--- src/rtl/seg7_scan_mux.sv ---
// Scanned 4-digit common-anode 7-segment driver with per-frame input shadowing.
// Optional leading-zero blanking is enabled by defining SEG7_LZB_EN.

module seg7_digit (
  input  logic [3:0] nib,
  output logic [6:0] seg
);
  // active-low {g,f,e,d,c,b,a}
  always_comb begin
    unique case (nib)
      4'h0: seg = 7'b1000000;
      4'h1: seg = 7'b1111001;
      4'h2: seg = 7'b0100100;
      4'h3: seg = 7'b0110000;
      4'h4: seg = 7'b0011001;
      4'h5: seg = 7'b0010010;
      4'h6: seg = 7'b0000010;
      4'h7: seg = 7'b1111000;
      4'h8: seg = 7'b0000000;
      4'h9: seg = 7'b0010000;
      4'hA: seg = 7'b0001000;
      4'hB: seg = 7'b0000011;
      4'hC: seg = 7'b1000110;
      4'hD: seg = 7'b0100001;
      4'hE: seg = 7'b0000110;
      default: seg = 7'b0001110;
    endcase
  end
endmodule

module seg7_scan_mux #(
  parameter int REFRESH_DIV = 100000,
  parameter int BLANK_CYC   = 16
) (
  input  logic       clk,
  input  logic       rst_n,
  input  logic [3:0] in0,
  input  logic [3:0] in1,
  input  logic [3:0] in2,
  input  logic [3:0] in3,
  input  logic [3:0] dp_en,
  input  logic [3:0] dig_en,
  output logic [6:0] seg,
  output logic       dp,
  output logic [3:0] an,
  output logic       frame_tick
);
  localparam int NUM_DIG = 4;
  localparam int DIV_W   = $clog2(REFRESH_DIV);

  logic [DIV_W-1:0]            div;
  logic [1:0]                  idx;
  logic                        load_pend;
  logic [NUM_DIG-1:0][3:0]     sh_in;
  logic [NUM_DIG-1:0]          sh_dp, sh_en;
  logic [NUM_DIG-1:0][6:0]     dig_seg;
  logic [NUM_DIG-1:0]          sup;
  logic                        div_wrap, load, blank;

  assign div_wrap = (div == DIV_W'(REFRESH_DIV - 1));
  // frame boundary is the last cycle of digit 3's slot; load_pend forces a load right after reset
  assign load     = load_pend || (div_wrap && idx == 2'd3);

  always_ff @(posedge clk or negedge rst_n) begin
    if (!rst_n) begin
      div       <= '0;
      idx       <= '0;
      load_pend <= 1'b1;
      sh_in     <= '0;
      sh_dp     <= '0;
      sh_en     <= '0;
    end else begin
      div <= div_wrap ? '0 : div + DIV_W'(1);
      if (div_wrap) idx <= idx + 2'd1;
      if (load) begin
        load_pend <= 1'b0;
        sh_in     <= {in3, in2, in1, in0};
        sh_dp     <= dp_en;
        sh_en     <= dig_en;
      end
    end
  end

  for (genvar g = 0; g < NUM_DIG; g++) begin : g_dig
    seg7_digit u_dig (.nib(sh_in[g]), .seg(dig_seg[g]));
  end

`ifdef SEG7_LZB_EN
  // a digit is dark only if it and every digit above it is a zero with no dp
  always_comb begin
    sup    = '0;
    sup[3] = (sh_in[3] == 4'h0) && !sh_dp[3];
    for (int k = 2; k >= 1; k--)
      sup[k] = sup[k+1] && (sh_in[k] == 4'h0) && !sh_dp[k];
  end
`else
  assign sup = '0;
`endif

  assign blank = (div < DIV_W'(BLANK_CYC)) || !sh_en[idx] || sup[idx];

  always_ff @(posedge clk or negedge rst_n) begin
    if (!rst_n) begin
      an         <= 4'hF;
      seg        <= 7'h7F;
      dp         <= 1'b1;
      frame_tick <= 1'b0;
    end else begin
      an         <= blank ? 4'hF  : ~(4'b0001 << idx);
      seg        <= blank ? 7'h7F : dig_seg[idx];
      dp         <= blank ? 1'b1  : ~sh_dp[idx];
      frame_tick <= load;
    end
  end
endmodule

--- config.mk ---
export PLATFORM = sky130hd
export DESIGN_NAME = seg7_scan_mux
export DESIGN_NICKNAME = d
export VERILOG_FILES = /design/src/rtl/seg7_scan_mux.sv
export SDC_FILE = /design/constraint.sdc
export NUM_CORES = 1
export LEC_CHECK = 0
export BUFFER_PORTS_ARGS = -buffer_cell sky130_fd_sc_hd__buf_2
export CAP_MARGIN = 30
export CORE_MARGIN = 2
export CORE_UTILIZATION = 64
export DETAILED_ROUTE_END_ITERATION = 6
export HOLD_SLACK_MARGIN = 0.08
export PLACE_DENSITY_LB_ADDON = 0.1
export SYNTH_ARGS = -nofsm -noshare
export SYNTH_HDL_FRONTEND = slang
export SYNTH_SLANG_ARGS = --single-unit
--- constraint.sdc ---
create_clock -name clk -period 5.1 [get_ports clk]
set_input_delay 0.255 -clock clk [delete_from_list [all_inputs] [get_ports clk]]
set_output_delay 0.255 -clock clk [all_outputs]
set_load 0.005 [all_outputs]
==> key figures, run 1 <==
Die
  • DIE HEIGHT: 79.5 µm
  • Starting density of the core: 66.3%
  • Placeable Area: 5510 µm²
  • Num rows: 27
  • Io pins: 39
  • Chip Width: 79.5 µm
  • Die ar.: 6320 µm²

Synth
  • Syn nets: 370
  • Mux cell area share after synthesis: 23.0%
  • Synth area leader: dfrtp_1
  • Post-synthesis adder-cell area fraction: 11.3%
  • Synth Area in Compound Gates: 7.40%
  • Syn avg cell area: 11.7 µm²
  • Count leader, synth: dfrtp_1
  • Primary FF master, synth: dfrtp_1
  • Async SR Flop Fraction: 100%
  • Synthesized instance count: 311
  • Largest family of logic cells by synthesized area: multiplexers
  • Synth top area cells: dfrtp_1 30%, ha_1 11%, dfstp_2 9.4%
  • Synth top area share: 30.2%
  • Yosys reg bits: 57
  • Post-Synth XOR/XNOR Area: 3.36%
  • Post-Synth Simple-Gate Area: 10.8%
  • Sequential area share after synthesis: 39.5%
  • Post-synthesis cell area: 3650 µm²
  • Top cells by instance count after synthesis: 44 x dfrtp_1, 33 x ha_1, 19 x mux2_4
  • Post-synthesis cell type count: 47
  • Ys Warns: 0
  • Number of flops mapped to enable cells by yosys: 0

Routing
  • Routed Antenna Nets: 0
  • First-pass iteration count of the detailed router: 4
  • Met2 Wirelength: 3300 µm
  • WL per Instance: 16.4 µm
  • Initial DRC count: 125
  • DRC Markers: 0
  • Drt total wl: 6920 µm
  • DR vias/cell: 5.79
  • M1 WL: 3230 µm
  • Max Used Layer: met4
  • DR vias: 2437
  • Met3 routed WL: 305 µm

CTS
  • Post-CTS Setup Inserts: 0
  • Root buf cell: clkbuf_8
  • Clk buf depth: 2
  • CTS clk-pin slew, worst paths: 70 ps
  • Hold_buf cts: 1
  • Clk sink count: 57
  • Total CTS buffers: 9
  • CTS tree: done
  • H-tree depth: 3
  • Skew-Pair Late Insertion Delay: 330 ps
  • Post-cts sizing count: 0

Worst hold path
  • Hold Path Class: primary input to flip-flop

Layout
  • # nets final: 403
  • Final instance area: 4050 µm²
  • Layout cells sized above 1: 33.5%
  • Syn-to-layout area delta: 11.0%
  • Ant. Diodes: 0

Place
  • PortBufs: 38
  • Placer Congestion: 0.924
  • Post-DP Area: 3840 µm²
  • Hpwl dp: 4770 µm

STA
  • RSZ-0062 raised after global routing: false
  • Final Hold Fails: 0
  • Fmax: 381 MHz
  • Max transition margin: 33.9%
  • Fin. max-slew vios: 0
  • Final TNS setup: 0 ps
  • Final Cycle Share: 51.5%
  • Clock skew: 5.29 ps
  • Worst-margin pin slew: 990 ps
  • WHS: 150 ps
  • Fin crit period: 2630 ps
  • Finish-stage setup viols: 0

Global routing
  • Antenna violations before repair: 0
  • Global-route wire length before repair: 11800 µm
  • Vias in the first global route: 2507
  • GRT overflow: 0
  • Pin count of the biggest net entering global routing: 58
  • GRT Resource Usage Total: 24.4%

Critical path
  • Setup crit end kind: flip-flop
  • WS Path Type: flip-flop to flip-flop
  • Worst Path Arrival: 2840 ps
  • Critical path startpoint category: flip-flop
  • CP max FO: 25
  • CP Data Required Time: 5320 ps

Power
  • Peak VDD IR: 0.231 mV
  • Leak Pwr: 1.87 nW
  • PD cells: 289 nW/µm²

Outcome
  • Outcome: completed

Job
  • Max-cap viol count: 0
## power by group
part	switching [W]	leakage, nW	internal, W	total [W]
registers	0.0000459	0.680	0.000490	0.000535
clock network	0.000179	0.103	0.000252	0.000431
logic	0.0000870	1.08	0.000117	0.000204
total	0.000311	1.87	0.000859	0.00117
## per-stage QoR
step | utilization (%) | worst slack (ps) | std cells | power [W]
final | 73.6 | 2470 | 421 | 0.00117
after global placement | 69.7 | 2540 | 404 | 0.000737
after CTS | 73.6 | 2460 | 421 | 0.00118
after detailed placement | 69.7 | 2480 | 404 | 0.000746
after global routing | 73.6 | 2330 | 421 | 0.00123
after floorplan | - | 2950 | 311 | 0.000684
## metal layers
metal	up-vias	global-route usage (%)
met1	1190	33.0
met5	-	0
li1	1182	-
met3	7	4.07
met4	0	10.9
met2	58	38.7
## critical path, cell delays in order, from the launching register on
cell and delay [ps]:
dfrtp_1 420, ha_1 340, nand2_1 80, or4_4 440
o21bai_4 800, mux2_2 420
## worst paths after layout
check | slack [ps] | cells past startpoint | startpoint | to
worst max-delay path | 2470 | 5 | div[0] | sh_in[0]
worst min-delay path | 150 | 2 | dp_en[2] | sh_dp[2]
worst max register to register | 2470 | 5 | div[0] | sh_in[0]
worst min register to register | 500 | 1 | div[8] | div[8]
max in group asynchronous | 4040 | 3 | rst_n | sh_in[11]
min in group asynchronous | 590 | 3 | rst_n | sh_in[4]
## flip-flops by register name (all words and copies together) (netlist names), 2 cells and up
register / cells
an: 4
div: 17
idx: 2
seg: 7
sh_en: 4
sh_in: 16
sh_dp: 4
## area by class of cell
type                       instances  area [µm²]
inverter                          17        63.8
timing repair buffer              40         208
sequential                        57        1440
fill                             404        1450
clock buffer                      12         155
clock inverter                     4        51.3
multi-input combinational        219        2040
tap                               72        90.1
## cells by family after synthesis
group	count (synthesis)
flops	57
compound gates	36
fa+ha+maj	33
other cells	1
mux	61
buf+inv	35
simple gates	74
xor+xnor	14
## cells in the final DEF (no fill, tap or decap), drive strengths merged, types with 2 or more instances in the layout
| cell type | netlist | layout |
|---|---|---|
| nand2b | 4 | 4 |
| nor2 | 15 | 15 |
| xnor2 | 8 | 8 |
| nor3 | 7 | 7 |
| o211ai | 2 | 2 |
| o311ai | 4 | 4 |
| buf | 3 | 39 |
| clkbuf | 15 | 12 |
| a211oi | 3 | 3 |
| o221ai | 2 | 2 |
| ha | 33 | 33 |
| o21ai | 5 | 5 |
| mux4 | 9 | 9 |
| mux2 | 35 | 35 |
| a221o | 2 | 2 |
| nand2 | 17 | 17 |
| nor4 | 2 | 2 |
| inv | 16 | 16 |
| mux2i | 17 | 17 |
| or4 | 3 | 3 |
| xor2 | 6 | 6 |
| dfrtp | 44 | 44 |
| nand3 | 10 | 10 |
| dfstp | 13 | 13 |
| clkinv | 1 | 3 |
| nor2b | 7 | 7 |
| a21oi | 6 | 6 |
| a31oi | 2 | 2 |
| a22oi | 3 | 3 |
| nand4 | 5 | 5 |
| o31ai | 2 | 2 |
(Power assumes the default switching activity.)
==> inputs of run 2 (changes only) <==
--- a/config.mk
+++ b/config.mk
@@ -5,10 +5,11 @@
 export SDC_FILE = /design/constraint.sdc
 export NUM_CORES = 1
 export LEC_CHECK = 0
+export ABC_AREA = 1
 export BUFFER_PORTS_ARGS = -buffer_cell sky130_fd_sc_hd__buf_2
 export CAP_MARGIN = 30
 export CORE_MARGIN = 2
-export CORE_UTILIZATION = 64
+export CORE_UTILIZATION = 59
 export DETAILED_ROUTE_END_ITERATION = 6
 export HOLD_SLACK_MARGIN = 0.08
 export PLACE_DENSITY_LB_ADDON = 0.1
==> constraint.sdc (replaced) <==
create_clock -name clk -period 2.46 [get_ports clk]
set_input_delay 0.123 -clock clk [delete_from_list [all_inputs] [get_ports clk]]
set_output_delay 0.123 -clock clk [all_outputs]
set_load 0.005 [all_outputs]
==> key figures, run 2 <==
Outcome
  • Outcome: completed

Synth
  • Primary FF master, synth: dfrtp_1
  • Sequential area share after synthesis: 38.3%
  • Post-synthesis cell area: 3770 µm²
  • Yosys reg bits: 57
  • Count leader, synth: nand2_1
  • Syn avg cell area: 7.22 µm²
  • Synth area leader: dfrtp_1
  • Synthesized instance count: 522
  • Post-synthesis cell type count: 28
  • Async SR Flop Fraction: 100%
  • Number of flops mapped to enable cells by yosys: 0
  • Synth top area cells: dfrtp_1 29%, nand2_1 17%, nand3_1 11%
  • Synth top area share: 29.2%
  • Top cells by instance count after synthesis: 175 x nand2_1, 83 x nand3_1, 53 x inv_1
  • Ys Warns: 0
  • Syn nets: 581

Routing
  • WL per Instance: 13.2 µm
  • First-pass iteration count of the detailed router: 5
  • M1 WL: 3910 µm
  • Met3 routed WL: 390 µm
  • Met2 Wirelength: 4170 µm
  • Initial DRC count: 189
  • DR vias/cell: 5.26
  • DR vias: 3484
  • DRC Markers: 0
  • Routed Antenna Nets: 0
  • Drt total wl: 8710 µm
  • Max Used Layer: met4

CTS
  • Root buf cell: clkbuf_8
  • H-tree depth: 3
  • CTS clk-pin slew, worst paths: 70 ps
  • CTS tree: done
  • Clk sink count: 57
  • Total CTS buffers: 9
  • Post-cts sizing count: 0
  • Clk buf depth: 2
  • Skew-Pair Late Insertion Delay: 340 ps

Power
  • Peak VDD IR: 0.509 mV
  • Leak Pwr: 2.32 nW
  • PD cells: 565 nW/µm²

Global routing
  • GRT Resource Usage Total: 26.6%
  • GRT overflow: 0
  • Pin count of the biggest net entering global routing: 26
  • Antenna violations before repair: 0
  • Vias in the first global route: 3387
  • Global-route wire length before repair: 15100 µm

Layout
  • Max FFs per register: 17
  • Ant. Diodes: 0
  • Fill cells: 547
  • Post-Layout Cell Count: 662
  • Most frequent cells in the layout: 175 x nand2_1, 83 x nand3_1, 53 x inv_1, 44 x dfrtp_1, 39 x nor2_1
  • Syn-to-layout area delta: 18.6%
  • # nets final: 639
  • Layout cells sized above 1: 13.8%
  • Biggest regs: div (17), sh_in (16), seg (7)
  • Most common cell after layout, fill and taps aside: nand2_1
  • Biggest register: div

Critical path
  • Worst Path Arrival: 2110 ps
  • WS Path Type: flip-flop to flip-flop
  • CP Data Required Time: 2730 ps
  • Critical path startpoint category: flip-flop
  • Setup crit end kind: flip-flop
  • CP max FO: 25

Die
  • Starting density of the core: 60.0%
  • Chip Width: 83.9 µm
  • Io pins: 39
  • Die ar.: 7040 µm²
  • Placeable Area: 6280 µm²
  • Num rows: 29
  • DIE HEIGHT: 83.9 µm

Job
  • Max-cap viol count: 0

Place
  • Placer Congestion: 0.884
  • PortBufs: 38
  • Placed Instances: 621
  • Hpwl dp: 6000 µm

STA
  • Finish-stage setup viols: 0
  • Worst-margin pin slew: 511 ps
  • Clock skew: 10.9 ps
  • Fmax: 543 MHz
  • Max transition margin: 65.9%
  • Fin. max-slew vios: 0
  • Final TNS setup: 0 ps
  • Final Hold Fails: 0
  • RSZ-0062 raised after global routing: false
  • Fin crit period: 1840 ps
  • Final Cycle Share: 74.8%

Worst hold path
  • Hold Path Class: primary input to asynchronous set/reset pin
run 2: repair_timing:
action                    CTS  global route
hold endpoints to repair   43             0
hold buffers               25             0
setup buffers               0             0
run 2: cells by family after synthesis:
logic type | count (synthesis) | share of synthesized area, %
AO/OA/AOI/OAI | 37 | 5.25
AND/OR/NAND/NOR | 311 | 35.3
buffers and inverters | 76 | 8.47
other | 1 | 0.0995
XOR/XNOR | 7 | 1.63
flip-flops | 57 | 38.3
adder cells (fa/ha/maj) | 33 | 11.0
run 2: critical path, cell delays in order (launching register included):
cell	delay, ps
dfrtp_1	370
ha_1	190
nand2_1	80
inv_1	90
nand2_1	90
nor2_4	140
nand3_4	290
nand2_4	370
nand2_1	80
nand2_1	80
run 2: worst paths after layout:
kind | slack, ps | end | from | cells past startpoint
min in group clk | 470 | div[0] | div[0] | 1
worst max register to register | 620 | sh_in[0] | div[0] | 9
worst min register to register | 470 | div[0] | div[0] | 1
worst max-delay path | 620 | sh_in[0] | div[0] | 9
max in group asynchronous | 1470 | seg[0] | rst_n | 3
worst min-delay path | 280 | sh_in[14] | rst_n | 2
run 2: layer usage:
metal	vias up	track usage [%]
met4	0	14.2
met3	25	3.76
met1	1604	34.1
li1	1757	-
met2	98	43.4
met5	-	0
run 2: where the power goes:
| group | leakage, nW | total, W | internal [W] | switching (W) |
|---|---|---|---|---|
| logic | 1.51 | 0.000382 | 0.000161 | 0.000220 |
| clock network | 0.115 | 0.00107 | 0.000672 | 0.000401 |
| registers | 0.691 | 0.00107 | 0.00100 | 0.0000658 |
run 2: per-stage QoR:
step	power (W)	cell area (µm²)	utilization, %	setup WS (ps)	hold WS, ps
finish	0.00252	4470	71.2	619	278
global route	0.00265	4470	71.2	403	333
CTS	0.00254	4470	71.2	605	287
detailed placement	0.00143	3980	63.3	651	127
global placement	0.00142	3980	63.3	705	125
floorplan	0.00132	3770	-	1090	-173
run 2: layout make-up:
type | instances | area [µm²] | share of cell area (%)
multi-input cells | 389 | 2010 | 44.9
flip-flops and latches | 57 | 1440 | 32.3
repair buffers | 67 | 470 | 10.5
inverters | 56 | 210 | 4.70
clock buffers | 9 | 124 | 2.77
clock inverters | 7 | 119 | 2.66
well taps | 77 | 96.3 | 2.16
